File: config.mk
export PLATFORM = sky130hd
export DESIGN_NAME = serial_word_rx
export DESIGN_NICKNAME = d
export VERILOG_FILES = /design/src/rtl/serial_rx_pkg.sv /design/src/rtl/swrx_bit_counter.sv /design/src/rtl/serial_word_rx.sv
export SDC_FILE = /design/constraint.sdc
export NUM_CORES = 1
export LEC_CHECK = 0
export CAP_MARGIN = 20
export CORE_AREA = 2 2 39 41
export CTS_CLUSTER_DIAMETER = 50
export DETAILED_ROUTE_END_ITERATION = 16
export DIE_AREA = 0 0 41 43
export PLACE_DENSITY_LB_ADDON = 0.25
export RECOVER_POWER = 100
export SLEW_MARGIN = 5
export SYNTH_ARGS = -nofsm -noshare
export SYNTH_HDL_FRONTEND = slang
export SYNTH_SLANG_ARGS = --single-unit
File: constraint.sdc
create_clock -name clk -period 2 [get_ports clk]
set_input_delay 0.3 -clock clk [delete_from_list [all_inputs] [get_ports clk]]
set_output_delay 0.3 -clock clk [all_outputs]
set_load 0.005 [all_outputs]
File: src/rtl/serial_rx_pkg.sv
// Shared types and limits for the serial word receiver.
// The optional parity stage is enabled with SWRX_PARITY_EN.
package serial_rx_pkg;

  localparam int WIDTH_MIN = 2;
  localparam int WIDTH_MAX = 16;

  typedef enum logic [1:0] {
    ST_IDLE = 2'd0,
    ST_RECV = 2'd1,
    ST_PAR  = 2'd2
  } swrx_state_e;

endpackage

File: src/rtl/swrx_bit_counter.sv
// Bit position counter: loads on start of word, counts strobes,
// flags the edge that carries the last data bit.
module swrx_bit_counter #(
  parameter int WIDTH = 4,
  localparam int CW = $clog2(WIDTH + 1)
) (
  input  logic clk,
  input  logic clear,
  input  logic load,
  input  logic inc,
  output logic last
);

  logic [CW-1:0] count;

  always_ff @(posedge clk or negedge clear) begin
    if (!clear) begin
      count <= '0;
    end else if (load) begin
      count <= CW'(1);
    end else if (inc) begin
      count <= count + CW'(1);
    end
  end

  assign last = (count == CW'(WIDTH - 1));

endmodule

File: src/rtl/serial_word_rx.sv
// LSB-first serial word receiver with a one-deep output register.
// Define SWRX_PARITY_EN to add an even-parity bit after the data bits.
module serial_word_rx
  import serial_rx_pkg::*;
#(
  parameter int WIDTH = 4
) (
  input  logic             clk,
  input  logic             clear,
  input  logic             sin,
  input  logic             bit_en,
  input  logic             sof,
  input  logic             out_ready,
  input  logic             overrun_clr,
  output logic [WIDTH-1:0] dout,
  output logic             dout_valid,
  output logic             busy,
  output logic             overrun,
  output logic             par_err
);

  swrx_state_e state_q, state_d;

  logic [WIDTH-1:0] shift_q;
  logic [WIDTH-1:0] word;
  logic shift_en;
  logic cnt_load;
  logic cnt_inc;
  logic last;
  logic complete;
  logic xfer;
  logic drop;

  swrx_bit_counter #(
    .WIDTH(WIDTH)
  ) u_cnt (
    .clk  (clk),
    .clear(clear),
    .load (cnt_load),
    .inc  (cnt_inc),
    .last (last)
  );

  always_comb begin
    state_d  = state_q;
    shift_en = 1'b0;
    cnt_load = 1'b0;
    cnt_inc  = 1'b0;
    complete = 1'b0;
    unique case (state_q)
      ST_IDLE: begin
        if (bit_en && sof) begin
          shift_en = 1'b1;
          cnt_load = 1'b1;
          state_d  = ST_RECV;
        end
      end
      ST_RECV: begin
        if (bit_en) begin
          shift_en = 1'b1;
          if (sof) begin
            cnt_load = 1'b1;
          end else begin
            cnt_inc = 1'b1;
            if (last) begin
`ifdef SWRX_PARITY_EN
              state_d = ST_PAR;
`else
              complete = 1'b1;
              state_d  = ST_IDLE;
`endif
            end
          end
        end
      end
      ST_PAR: begin
        if (bit_en) begin
          if (sof) begin
            shift_en = 1'b1;
            cnt_load = 1'b1;
            state_d  = ST_RECV;
          end else begin
            complete = 1'b1;
            state_d  = ST_IDLE;
          end
        end
      end
      default: state_d = ST_IDLE;
    endcase
  end

  always_ff @(posedge clk or negedge clear) begin
    if (!clear) begin
      state_q <= ST_IDLE;
    end else begin
      state_q <= state_d;
    end
  end

  // Right shift: after WIDTH strobes bit 0 sits in position 0
  always_ff @(posedge clk or negedge clear) begin
    if (!clear) begin
      shift_q <= '0;
    end else if (shift_en) begin
      shift_q <= {sin, shift_q[WIDTH-1:1]};
    end
  end

`ifdef SWRX_PARITY_EN
  assign word = shift_q;
`else
  assign word = {sin, shift_q[WIDTH-1:1]};
`endif

  assign xfer = dout_valid && out_ready;
  assign drop = complete && dout_valid && !out_ready;
  assign busy = (state_q != ST_IDLE);

  always_ff @(posedge clk or negedge clear) begin
    if (!clear) begin
      dout       <= '0;
      dout_valid <= 1'b0;
    end else if (complete && !drop) begin
      dout       <= word;
      dout_valid <= 1'b1;
    end else if (xfer) begin
      dout_valid <= 1'b0;
    end
  end

  always_ff @(posedge clk or negedge clear) begin
    if (!clear) begin
      overrun <= 1'b0;
    end else if (drop) begin
      overrun <= 1'b1;
    end else if (overrun_clr) begin
      overrun <= 1'b0;
    end
  end

`ifdef SWRX_PARITY_EN
  always_ff @(posedge clk or negedge clear) begin
    if (!clear) begin
      par_err <= 1'b0;
    end else if (complete && !drop) begin
      par_err <= (^shift_q) ^ sin;
    end
  end
`else
  assign par_err = 1'b0;
`endif

endmodule

==> flow_metrics.py, run 1 <==
metrics = {
    "status": {
        "outcome": "completed",
    },
    "sta": {
        "period_minus_slack_ps": 1664,
        "rsz0062_at_grt": "false",
        "tns_ps": 0,
        "slew_headroom_pct": 60.87,
        "hold_viol_final": 0,
        "fin_crit_sh_pct": 83.22,
        "finalSetupViolCount": 0,
        "drv_slew": 0,
        "clock_skew_ps": 5.868,
        "timing.fmax_mhz": 600.8,
        "tightest_slew_ps": 585.0,
    },
    "grt": {
        "grt_overflow": 0,
        "grt_pass1_wl_mm": 1.545,
        "grt_max_degree": 14,
        "grt_pass1_vias": 382,
        "track_usage_pct": 13.63,
        "antenna_found_initial": 0,
    },
    "clock_tree": {
        "cts.sinks": 13,
        "htreeDepth": 1,
        "cts_buffers": 3,
        "cts_resized": 0,
        "cts_buffer_depth": 2,
        "path_clk_slew_ps": 80,
        "ctsHoldBuffers": 0,
        "clk_latency_ps": 280,
        "cts_tree": "built",
        "cts-root-buf": "clkbuf_4",
        "cts_setup_buffers": 0,
    },
    "route": {
        "wl_per_cell_um": 12.52,
        "vias": 389,
        "finalWirelength_um": 964,
        "post_drt_via_cell_ratio": 5.052,
        "drcViolationCount": 0,
        "dr.pass1.iters": 4,
        "antenna_left": 0,
        "drt_iter0_markers": 3,
    },
    "critical_path": {
        "rr_endpoint": "dout[1]",
        "max_stage_delay_ps": 610,
        "regToRegStartpoint": "u_cnt.count[0]",
        "crit_fanout": 8,
        "crit_start": "state_q[0]",
        "critPathArrivalTime_ps": 1360,
        "reg2reg_slack_ps": 340,
        "cpMaxStageDelayCell": "dlygate4sd3_1",
        "reg2regPathDepth": 5,
        "critPathTopFamily": "buffers and inverters",
        "crit_buf_inv": 1,
        "path_class": "reg2out",
        "cp-start-kind": "register",
        "path_cells": "dlygate4sd3_1",
        "critPathCaptureType": "output port",
        "crit_required_ps": 1700,
    },
    "layout": {
        "drive_above_1_share_pct": 19.67,
        "syn2layout_area_growth_pct": 27.10,
        "multi_input_area_sq_um": 219.0,
        "nets": 71,
        "fill_cells": 122,
        "final_cell_mix": "dfrtp_1, dlygate4sd3_1, mux2_2",
        "final_common_cell": "dfrtp_1",
        "seq_area_sq_um": 325.3,
        "antenna_cells": 0,
    },
    "die": {
        "num_rows": 14,
        "die_w_um": 41,
        "ios": 15,
        "start_util_pct": 42.04,
        "dieArea_sq_um": 1763,
        "die_h_um": 43,
        "core_area_sq_um": 1384,
    },
    "placed_design": {
        "dp_hpwl_um": 728.9,
        "gp_congestion": 0.6984,
        "port_buffers": 13,
    },
    "synthesis": {
        "synth_area_per_cell_sq_um": 12.93,
        "syn-num-nets": 54,
        "synth_warnings": 0,
        "synth_area_leaders": "dfrtp_1, mux2_2, ha_1",
        "synth_cell_types": 17,
        "seq_area_frac_synth_pct": 55.91,
        "synthCells": 45,
        "synth_top_cell_area_share_pct": 55.91,
        "synth_area_sq_um": 581.8,
        "synth_top_area_cell": "dfrtp_1",
        "synth_seq_cells": 13,
    },
    "pwr": {
        "powerDensity_nw_per_um2": 1256,
        "peakVddDrop_mv": 0.7075,
        "p_leak_nw": 0.3374,
        "total_power_mw": 0.9288,
    },
    "run": {
        "drv_cap": 0,
    },
    "worst_hold_path": {
        "holdCritPathClass": "in2async",
    },
}
## state kept, by name, indices dropped and copies added (netlist names)
signal and cells:
dout 4, dout_valid 1, overrun 1, shift_q 3, state_q 1, u_cnt.count 3
## cells by family (layout without fill, tap and decap cells)
logic type | after synthesis | count (layout) | share of synthesized area [%]
DFF | 13 | 13 | 55.91
AOI/OAI and AO/OA | 8 | 8 | 9.462
muxes | 8 | 8 | 15.48
and+or+nand+nor | 7 | 7 | 9.032
buffers and inverters | 6 | 22 | 5.160
adders and majority gates | 2 | 2 | 4.300
other | 1 | 1 | 0.6445
## worst register-to-register path, cell delays in order, from the launching register on
cell and delay [ps]:
dfrtp_1 390, ha_1 170, ha_1 180, nand4b_2 130
nor2b_1 310, mux2_2 380
## cell type report
class / count / area share, %
clock buffer: 4 / 3.553
multi-input combinational: 26 / 29.61
timing repair buffer: 14 / 18.10
sequential: 13 / 43.99
tap: 16 / 2.707
inverter: 4 / 2.030
## how the worst max path moves through the flow
stage,to,depth (start not counted)
finish,busy,1
global route,dout[1],5
CTS,busy,1
detailed placement,dout[1],4
global placement,dout[2],4
floorplan,dout[3],5
## report_power, final
part / switching (mW) / leakage (nW) / internal [mW]
logic: 0.114 / 0.164 / 0.209
registers: 0.0762 / 0.159 / 0.367
clock network: 0.0848 / 0.0150 / 0.0775
total: 0.275 / 0.337 / 0.653
## metrics by stage
stage                     utilization (%)  setup WS [ps]  instance area [sq um]  hold slack [ps]  instances
after global placement              52.35          257.4                  724.4            490.3         73
after detailed placement            52.35          231.4                  724.4            490.9         73
after global routing                53.44          224.2                  739.5            508.3         77
after CTS                           54.25          379.4                  750.7            401.5         77
final                               53.44          335.5                  739.5            453.9         77
after floorplan                         -          570.3                  581.8            4.409         45
## per-layer routing
layer  part of all wire [%]  track usage [%]  up-vias
met1                     48            19.24      186
met3                    5.5            4.712        2
met2                     45            17.50       15
met5                      0                0        -
met4                    1.5            8.000        0
li1                       -                -      186
## cells in the mapped netlist
library cell,n
o21ai_0,1
a21oi_1,1
o22a_1,1
mux2_2,8
dfrtp_1,13
o22ai_1,3
and3_1,1
nand4b_2,1
nand2_1,3
nor2b_4,1
ha_1,2
a22o_1,1
a2bb2oi_1,1
buf_4,2
inv_1,4
nand2b_1,1
conb_1,1
Power figures use the tool's default switching activity.
==> inputs of run 2 (changes only) <==
- CORE_AREA: 2 2 39 41 -> 2 2 42 44
- DIE_AREA: 0 0 41 43 -> 0 0 44 46
- clock period: 2 -> 1.43 ns (I/O delays scaled with it)
==> run 2 against run 1 <==
Highest routed layer unchanged. The flow now finishes with violations (negative setup slack). Power up 54%. Combinational power rose by 80%. Die area increased by 15%. Global-route usage decreased by 1.3 points.
==> flow_metrics.py, run 2 (synthesis gave the netlist of run 1 again) <==
metrics = {
    "status": {
        "outcome": "finished with violations",
        "violations": "negative setup slack",
    },
    "placed_design": {
        "port_buffers": 13,
        "dp_hpwl_um": 715.9,
        "gp_congestion": 0.7509,
        "place_ws_ps": -170.0,
    },
    "sta": {
        "fin_crit_sh_pct": 100.4,
        "tns_ps": -11.39,
        "rsz0062_at_grt": "true",
        "drv_slew": 0,
        "timing.fmax_mhz": 696.4,
        "slew_headroom_pct": 52.76,
        "finalSetupViolCount": 4,
        "fin_hold_ws_ps": 489.1,
        "period_minus_slack_ps": 1436,
        "hold_viol_final": 0,
        "finalWorstSetupSlack_ps": -5.864,
        "clock_skew_ps": 0.6210,
        "tightest_slew_ps": 708.6,
    },
    "clock_tree": {
        "cts.sinks": 13,
        "cts_buffers": 3,
        "cts_buffer_depth": 2,
        "clk_latency_ps": 280,
        "htreeDepth": 1,
        "path_clk_slew_ps": 80,
        "cts_tree": "built",
        "cts-root-buf": "clkbuf_4",
        "cts_setup_buffers": 0,
    },
    "layout": {
        "final_common_cell": "dfrtp_1",
        "antenna_cells": 0,
        "largest_reg_flops": 4,
        "final_cell_mix": "dfrtp_1, clkdlybuf4s50_1, mux2_2",
        "fill_cells": 158,
        "nets": 78,
        "drive_above_1_share_pct": 33.82,
        "top_regs": "dout: 4 flops, shift_q: 3 flops, u_cnt.count: 3 flops",
        "syn2layout_area_growth_pct": 41.72,
        "top_register": "dout",
    },
    "grt": {
        "track_usage_pct": 12.31,
        "grt_max_degree": 14,
        "grt_pass1_vias": 398,
        "grt_overflow": 0,
        "antenna_found_initial": 0,
        "grt_pass1_wl_mm": 1.711,
    },
    "die": {
        "die_w_um": 44,
        "dieArea_sq_um": 2024,
        "start_util_pct": 36.05,
        "die_h_um": 46,
        "core_area_sq_um": 1614,
        "num_rows": 15,
        "ios": 15,
    },
    "pwr": {
        "total_power_mw": 1.431,
        "powerDensity_nw_per_um2": 1736,
        "p_leak_nw": 0.3714,
        "peakVddDrop_mv": 0.7727,
    },
    "run": {
        "drv_cap": 0,
    },
    "route": {
        "vias": 413,
        "drcViolationCount": 0,
        "antenna_left": 0,
        "drt_iter0_markers": 2,
        "wl_per_cell_um": 11.66,
        "dr.pass1.iters": 2,
        "post_drt_via_cell_ratio": 4.859,
        "finalWirelength_um": 991,
    },
    "critical_path": {
        "max_stage_delay_ps": 350,
        "critPathArrivalTime_ps": 1600,
        "crit_fanout": 4,
        "crit_required_ps": 1600,
        "critPathCaptureType": "register",
        "cp-start-kind": "register",
        "path_class": "reg2reg",
        "path_cells": "ha_2, ha_4, nand4b_4, nor2b_4, mux2_2",
        "cpMaxStageDelayCell": "dfrtp_1",
    },
    "worst_hold_path": {
        "holdCritPathClass": "in2async",
    },
}
==> run 2: area by class of cell <==
class | count | area [sq um] | area share, %
clock buffer | 4 | 26.28 | 3.187
timing repair buffer | 21 | 185.2 | 22.46
multi-input combinational | 26 | 250.2 | 30.35
tap | 17 | 21.27 | 2.580
inverter | 4 | 15.01 | 1.821
sequential | 13 | 326.6 | 39.61
==> run 2: power breakdown <==
group / leakage (nW) / total [mW] / internal, mW / switching, mW
clock network: 0.0150 / 0.229 / 0.108 / 0.121
logic: 0.198 / 0.582 / 0.389 / 0.192
registers: 0.158 / 0.621 / 0.516 / 0.105
total: 0.371 / 1.43 / 1.01 / 0.418
==> run 2: layer usage <==
layer | share of wire (%) | vias to the layer above | GRT usage (%)
met2 | 45 | 10 | 18.24
li1 | - | 204 | -
met5 | 0 | - | 0
met4 | 2.7 | 0 | 9.091
met3 | 4.6 | 2 | 3.968
met1 | 48 | 197 | 14.93
==> run 2: timing repair <==
item | in CTS | in global routing
endpoints found under the setup margin | 5 | 7
gates resized for setup | 6 | 0
hold buffers | 0 | 0
==> run 2: path summary, 6_finish.rpt <==
| kind | startpoint | endpoint | slack, ps | cells past startpoint |
|---|---|---|---|---|
| setup / recovery | u_cnt.count[0] | dout[1] | -6 | 5 |
| hold / removal | clear | u_cnt.count[2] | 490 | 2 |
| setup reg to reg | u_cnt.count[0] | dout[1] | -6 | 5 |
| hold reg to reg | dout[1] | dout[1] | 510 | 1 |
| max in group asynchronous | clear | state_q[0] | 450 | 2 |
| min in group clk | overrun_clr | overrun | 510 | 2 |
==> run 2: critical path, delay by kind of cell (launching register included) <==
family,cells,cell delay [ps]
fa+ha+maj,2,350
flops,1,350
mux,1,350
simple gates,2,280
==> run 2: through the flow <==
stage	instances	instance area, sq um	utilization [%]
final	85	824.5	51.09
after global routing	85	824.5	51.09
after CTS	85	828.3	51.32
after detailed placement	81	778.2	48.22
after global placement	81	778.2	48.22
after floorplan	45	581.8	-
==> inputs of run 3 (changes only) <==
- SLEW_MARGIN: 5 -> not set
==> results of run 3 <==
Final layout, timing and power as in run 2 (identical DEF).
==> RTL edit 1 (flow settings as in run 1) <==
Register the output `overrun` once more, with the module's reset; this adds one clock of latency there. The other outputs are not delayed to match.
--- a/src/rtl/serial_word_rx.sv
+++ b/src/rtl/serial_word_rx.sv
@@ -20,2 +20,4 @@
 );
+
+  logic overrun_s0;
 
@@ -132,7 +134,7 @@
     if (!clear) begin
-      overrun <= 1'b0;
+      overrun_s0 <= 1'b0;
     end else if (drop) begin
-      overrun <= 1'b1;
+      overrun_s0 <= 1'b1;
     end else if (overrun_clr) begin
-      overrun <= 1'b0;
+      overrun_s0 <= 1'b0;
     end
@@ -152,2 +154,10 @@
 
+  always_ff @(posedge clk or negedge clear) begin
+    if (!clear) begin
+      overrun <= '0;
+    end else begin
+      overrun <= overrun_s0;
+    end
+  end
+
 endmodule
Check against the original RTL: not equivalent (Yosys sat finds a counterexample within 10 cycles, from zero or initial values).
==> RTL edit 1 against run 1 <==
  * Die area unchanged
  * Final area up 0.51%
  * Critical path depth up 4
  * Synthesized area up 5.2%
  * Hold slack worse by 51 ps
  * Clock skew down 2.4 ps
  * Clock power down 5%
  * Wire length down 0.21%
  * Worst setup slack better by 0.66 ps
  * Sequential share of layout area up 3.1 points
  * Sequential cell count up 1
  * Cell count down 1.3%
  * Total power down 4.2%
  * Largest power group unchanged
  * Highest routed layer unchanged
==> RTL edit 1: results <==
[cts]
postCtsSetupBuffers = 0
cts-resized-gates = 0
cts_root_buf = clkbuf_4
insertion_delay_ps = 270
htree_levels = 1
numCtsBuffers = 3
clock_path_buffers = 2
clk_pin_slew_ps = 80

[logic_synthesis]
synthTopCellsByCount = dfrtp_1, mux2_4, nand2_1
syn_avg_cell_area_um2 = 13.91
ys_warn_count = 0
synthFlopType = dfrtp_1
synth.area.top_cells = dfrtp_1, mux2_4, mux2_2, ha_1, nand4b_4
syn_nets = 53
synth.distinct_cells = 18
seq_area_frac_synth_pct = 57.26
async_flop_share_pct = 100.0

[grt]
grt_pass1_vias = 423
use_met3_pct = 7.853
grt_first_pass_wirelength_mm = 1.745
met1_usage_pct = 17.97
grt.total_usage_pct = 15.10
grt_max_degree = 15
use_met2_pct = 22.19
antenna_found_initial = 0

[routing]
dr.pass1.iters = 2
drtIter0Drc = 3
via_per_inst = 5.184
routed_wirelength_um = 962

[critical_path]
crit_path_top_delay_cell = mux2_2
r2r_slack_ps = 340
crit_arrival_ps = 1830
path_max_fanout = 4
max_stage_delay_ps = 380

[finish]
num_antenna_cells = 0
reg_top3 = dout (4), shift_q (3), u_cnt.count (3)
drive_gt1_share_pct = 16.67
fin_cells = 76
final_nets = 71
nFillCells = 135

[pwr]
p_sw_share_pct = 28.33
peakVddDrop_v = 0.0007570
p_leak_nw = 0.3382

[timing]
finClkSkew_ps = 3.423
timing.slew.headroom_pct = 57.74
fin_hold_ws_ps = 403.2

[placement]
placed_cells = 73
portBuffers = 13
hpwl_um = 726.3
gp_congestion = 0.7284

[min_path]
worstHoldPathType = flip-flop to flip-flop

[outcome]
status = finished, final reports clean
[RTL edit 1: stage by stage]
stage | worst slack, ps | cell area [um2]
floorplan | 582.6 | 611.8
global route | 205.8 | 743.2
CTS | 334.5 | 784.5
global placement | 351.4 | 762.0
finish | 336.2 | 743.2
detailed placement | 304.5 | 762.0
[RTL edit 1: power by group through the flow]
stage                     Sequential (mW)  Combinational (mW)  Clock [mW]
after global placement              0.465               0.339           0
after floorplan                     0.459               0.191           0
after global routing                0.469               0.325       0.173
after CTS                           0.463               0.348       0.159
final                               0.450               0.287       0.154
after detailed placement            0.467               0.348           0
[RTL edit 1: final cells by class]
cell class              count  area [um2]  area share [%]
flip-flops and latches     14       350.3           47.14
multi-input cells          26       205.2           27.61
repair buffers             14       133.9           18.01
clock buffers               3       22.52           3.030
well taps                  16       20.02           2.694
inverters                   3       11.26           1.515
[RTL edit 1: path summary, 6_finish.rpt]
check,from,endpoint,cells past startpoint
max in group asynchronous,clear,overrun,1
worst min-delay path,overrun_s0,overrun,0
worst max register to register,u_cnt.count[0],dout[0],5
worst min register to register,overrun_s0,overrun,0
worst max-delay path,u_cnt.count[0],dout[0],5
min in group asynchronous,clear,shift_q[1],1
[RTL edit 1: layer usage]
layer / vias up / share of wire [%]
met2: 11 / 48
met1: 197 / 42
met5: - / 0
met4: 0 / 1.4
li1: 184 / -
met3: 2 / 8.2
[RTL edit 1: worst max-delay path, delay by kind of cell (launching register included)]
kind / cells / cell delay (ps)
multiplexers: 1 / 380
adder cells (fa/ha/maj): 2 / 300
AND/OR/NAND/NOR: 2 / 490
flip-flops: 1 / 370
[RTL edit 1: cells by family after synthesis]
logic type / Yosys count / share of synthesized area (%)
AO/OA/AOI/OAI: 7 / 7.976
adder cells (fa/ha/maj): 2 / 4.089
buffers and inverters: 4 / 3.068
flip-flops: 14 / 57.26
multiplexers: 7 / 15.34
other: 1 / 0.6129
AND/OR/NAND/NOR: 9 / 11.66
==> RTL edit 2 (settings of run 1) <==
Without the edit above. `WIDTH` is set to 4 in 2 places; all go to 8.
--- a/src/rtl/swrx_bit_counter.sv
+++ b/src/rtl/swrx_bit_counter.sv
@@ -3,3 +3,3 @@
 module swrx_bit_counter #(
-  parameter int WIDTH = 4,
+  parameter int WIDTH = 8,
   localparam int CW = $clog2(WIDTH + 1)
--- a/src/rtl/serial_word_rx.sv
+++ b/src/rtl/serial_word_rx.sv
@@ -5,3 +5,3 @@
 #(
-  parameter int WIDTH = 4
+  parameter int WIDTH = 8
 ) (
Interface: changed (resized dout); port bits go from 15 to 19. The function was not compared with the original's and may differ.
==> RTL edit 2 against run 1 <==
  * Cell count up 36%
  * Critical endpoint is now dout[2]
  * Final area up 59%
  * Synthesized area up 61%
  * Sequential share of layout area up 2.8 points
  * Core utilization up 32 points
  * Wire length up 98%
  * Total power up 30%
  * Worst setup slack worse by 160 ps
  * Count of clock-buffer cells in the layout down 1
  * Sequential cell count up 9
  * Die area unchanged
==> RTL edit 2: results <==
[placement]
gp_congestion = 0.6944
portBuffers = 17
hpwl_mm = 1.274
pre_cts_ws_ps = 140.7

[finish]
num_antenna_cells = 0
reg_top3 = dout (8), shift_q (7), u_cnt.count (4)
final_nets = 98
drive_gt1_share_pct = 29.21
largest_reg_flops = 8

[routing]
dr.pass1.iters = 4
via_per_inst = 6.038
drtIter0Drc = 7
routed_wirelength_mm = 1.905

[cts]
cts_root_buf = clkbuf_4
insertion_delay_ps = 310
postCtsSetupBuffers = 0
cts-resized-gates = 0
clk_pin_slew_ps = 120
numCtsBuffers = 3
clock_path_buffers = 2
htree_levels = 1

[grt]
grt_max_degree = 23
grt_pass1_vias = 664
antenna_found_initial = 0
grt_first_pass_wirelength_mm = 3.070
grt.total_usage_pct = 27.22
overflow = 0

[logic_synthesis]
seq_area_frac_synth_pct = 58.90
yosysTopAreaCellShare_pct = 58.90
synth.distinct_cells = 23
async_flop_share_pct = 100.0
synthTopCellsByCount = dfrtp_1, mux2_2, nand3_1
syn_nets = 72
synth.area.top_cells = dfrtp_1, mux2_2, nor4b_4, nand3_1, nand3b_4
ys_warn_count = 0

[critical_path]
path_max_fanout = 8
crit_arrival_ps = 2030

[timing]
timing.slew.headroom_pct = 23.90
finClkSkew_ps = 6.843

[pwr]
peakVddDrop_v = 0.0008641
p_leak_nw = 0.5625
p_int_mw = 0.9117

[outcome]
status = finished, final reports clean

[min_path]
worstHoldPathType = flip-flop to flip-flop
## RTL edit 2: cell types whose count changed after synthesis, sizes merged, moves of 2 or more
cell and change:
nand3 +4, dfrtp +9, o22ai -2, inv -3
or3 +2, mux2 +7
## RTL edit 2: through the flow
step,instance area (um2),cells
global route,1177,105
CTS,1207,105
global placement,1155,101
floorplan,934.6,64
detailed placement,1155,101
finish,1177,105
## RTL edit 2: final timing paths
path	from	to	slack, ps	cells past startpoint
worst max-delay path	u_cnt.count[0]	dout[2]	170	5
min in group asynchronous	clear	u_cnt.count[3]	720	2
max in group asynchronous	clear	dout[2]	600	2
worst min register to register	dout[3]	dout[3]	520	1
worst max register to register	u_cnt.count[0]	dout[2]	170	5
worst min-delay path	dout[3]	dout[3]	520	1
## RTL edit 2: logic make-up (layout without fill, tap and decap cells)
group	count (synthesis)	in the layout	synth area share (%)
fa+ha+maj	1	1	1.338
buf+inv	2	27	1.205
simple gates	15	15	13.12
mux	15	15	18.07
flops	22	22	58.90
compound gates	8	8	6.963
other cells	1	1	0.4012
## RTL edit 2: power groups by stage
stage | clock (mW) | sequential [mW] | combinational, mW
6_report | 0.338 | 0.623 | 0.249
5_1_grt | 0.361 | 0.636 | 0.271
4_1_cts | 0.337 | 0.625 | 0.275
3_5_place_dp | 0 | 0.633 | 0.271
3_3_place_gp | 0 | 0.622 | 0.257
2_1_floorplan | 0 | 0.614 | 0.124
## RTL edit 2: layout make-up
type | instances | area (um2)
clock buffer | 3 | 22.52
clock inverter | 1 | 30.03
fill | 74 | 206.4
inverter | 1 | 3.754
multi-input combinational | 40 | 354.1
sequential | 22 | 550.5
tap | 16 | 20.02
timing repair buffer | 22 | 196.4
## RTL edit 2: worst max-delay path, cell delays in order (launching register included)
cell and delay [ps]:
dfrtp_1 450, ha_1 250, nand2_1 90, nor4b_1 330, buf_4 240, mux2_2 360
## RTL edit 2: routing by layer
layer  up-vias  routed length (um)  GRT usage, %
met3         6                 114         8.901
met5         -                   0             0
met4         0                  53         12.67
li1        284                   -             -
met2        27                 983         42.50
met1       317                 754         32.48
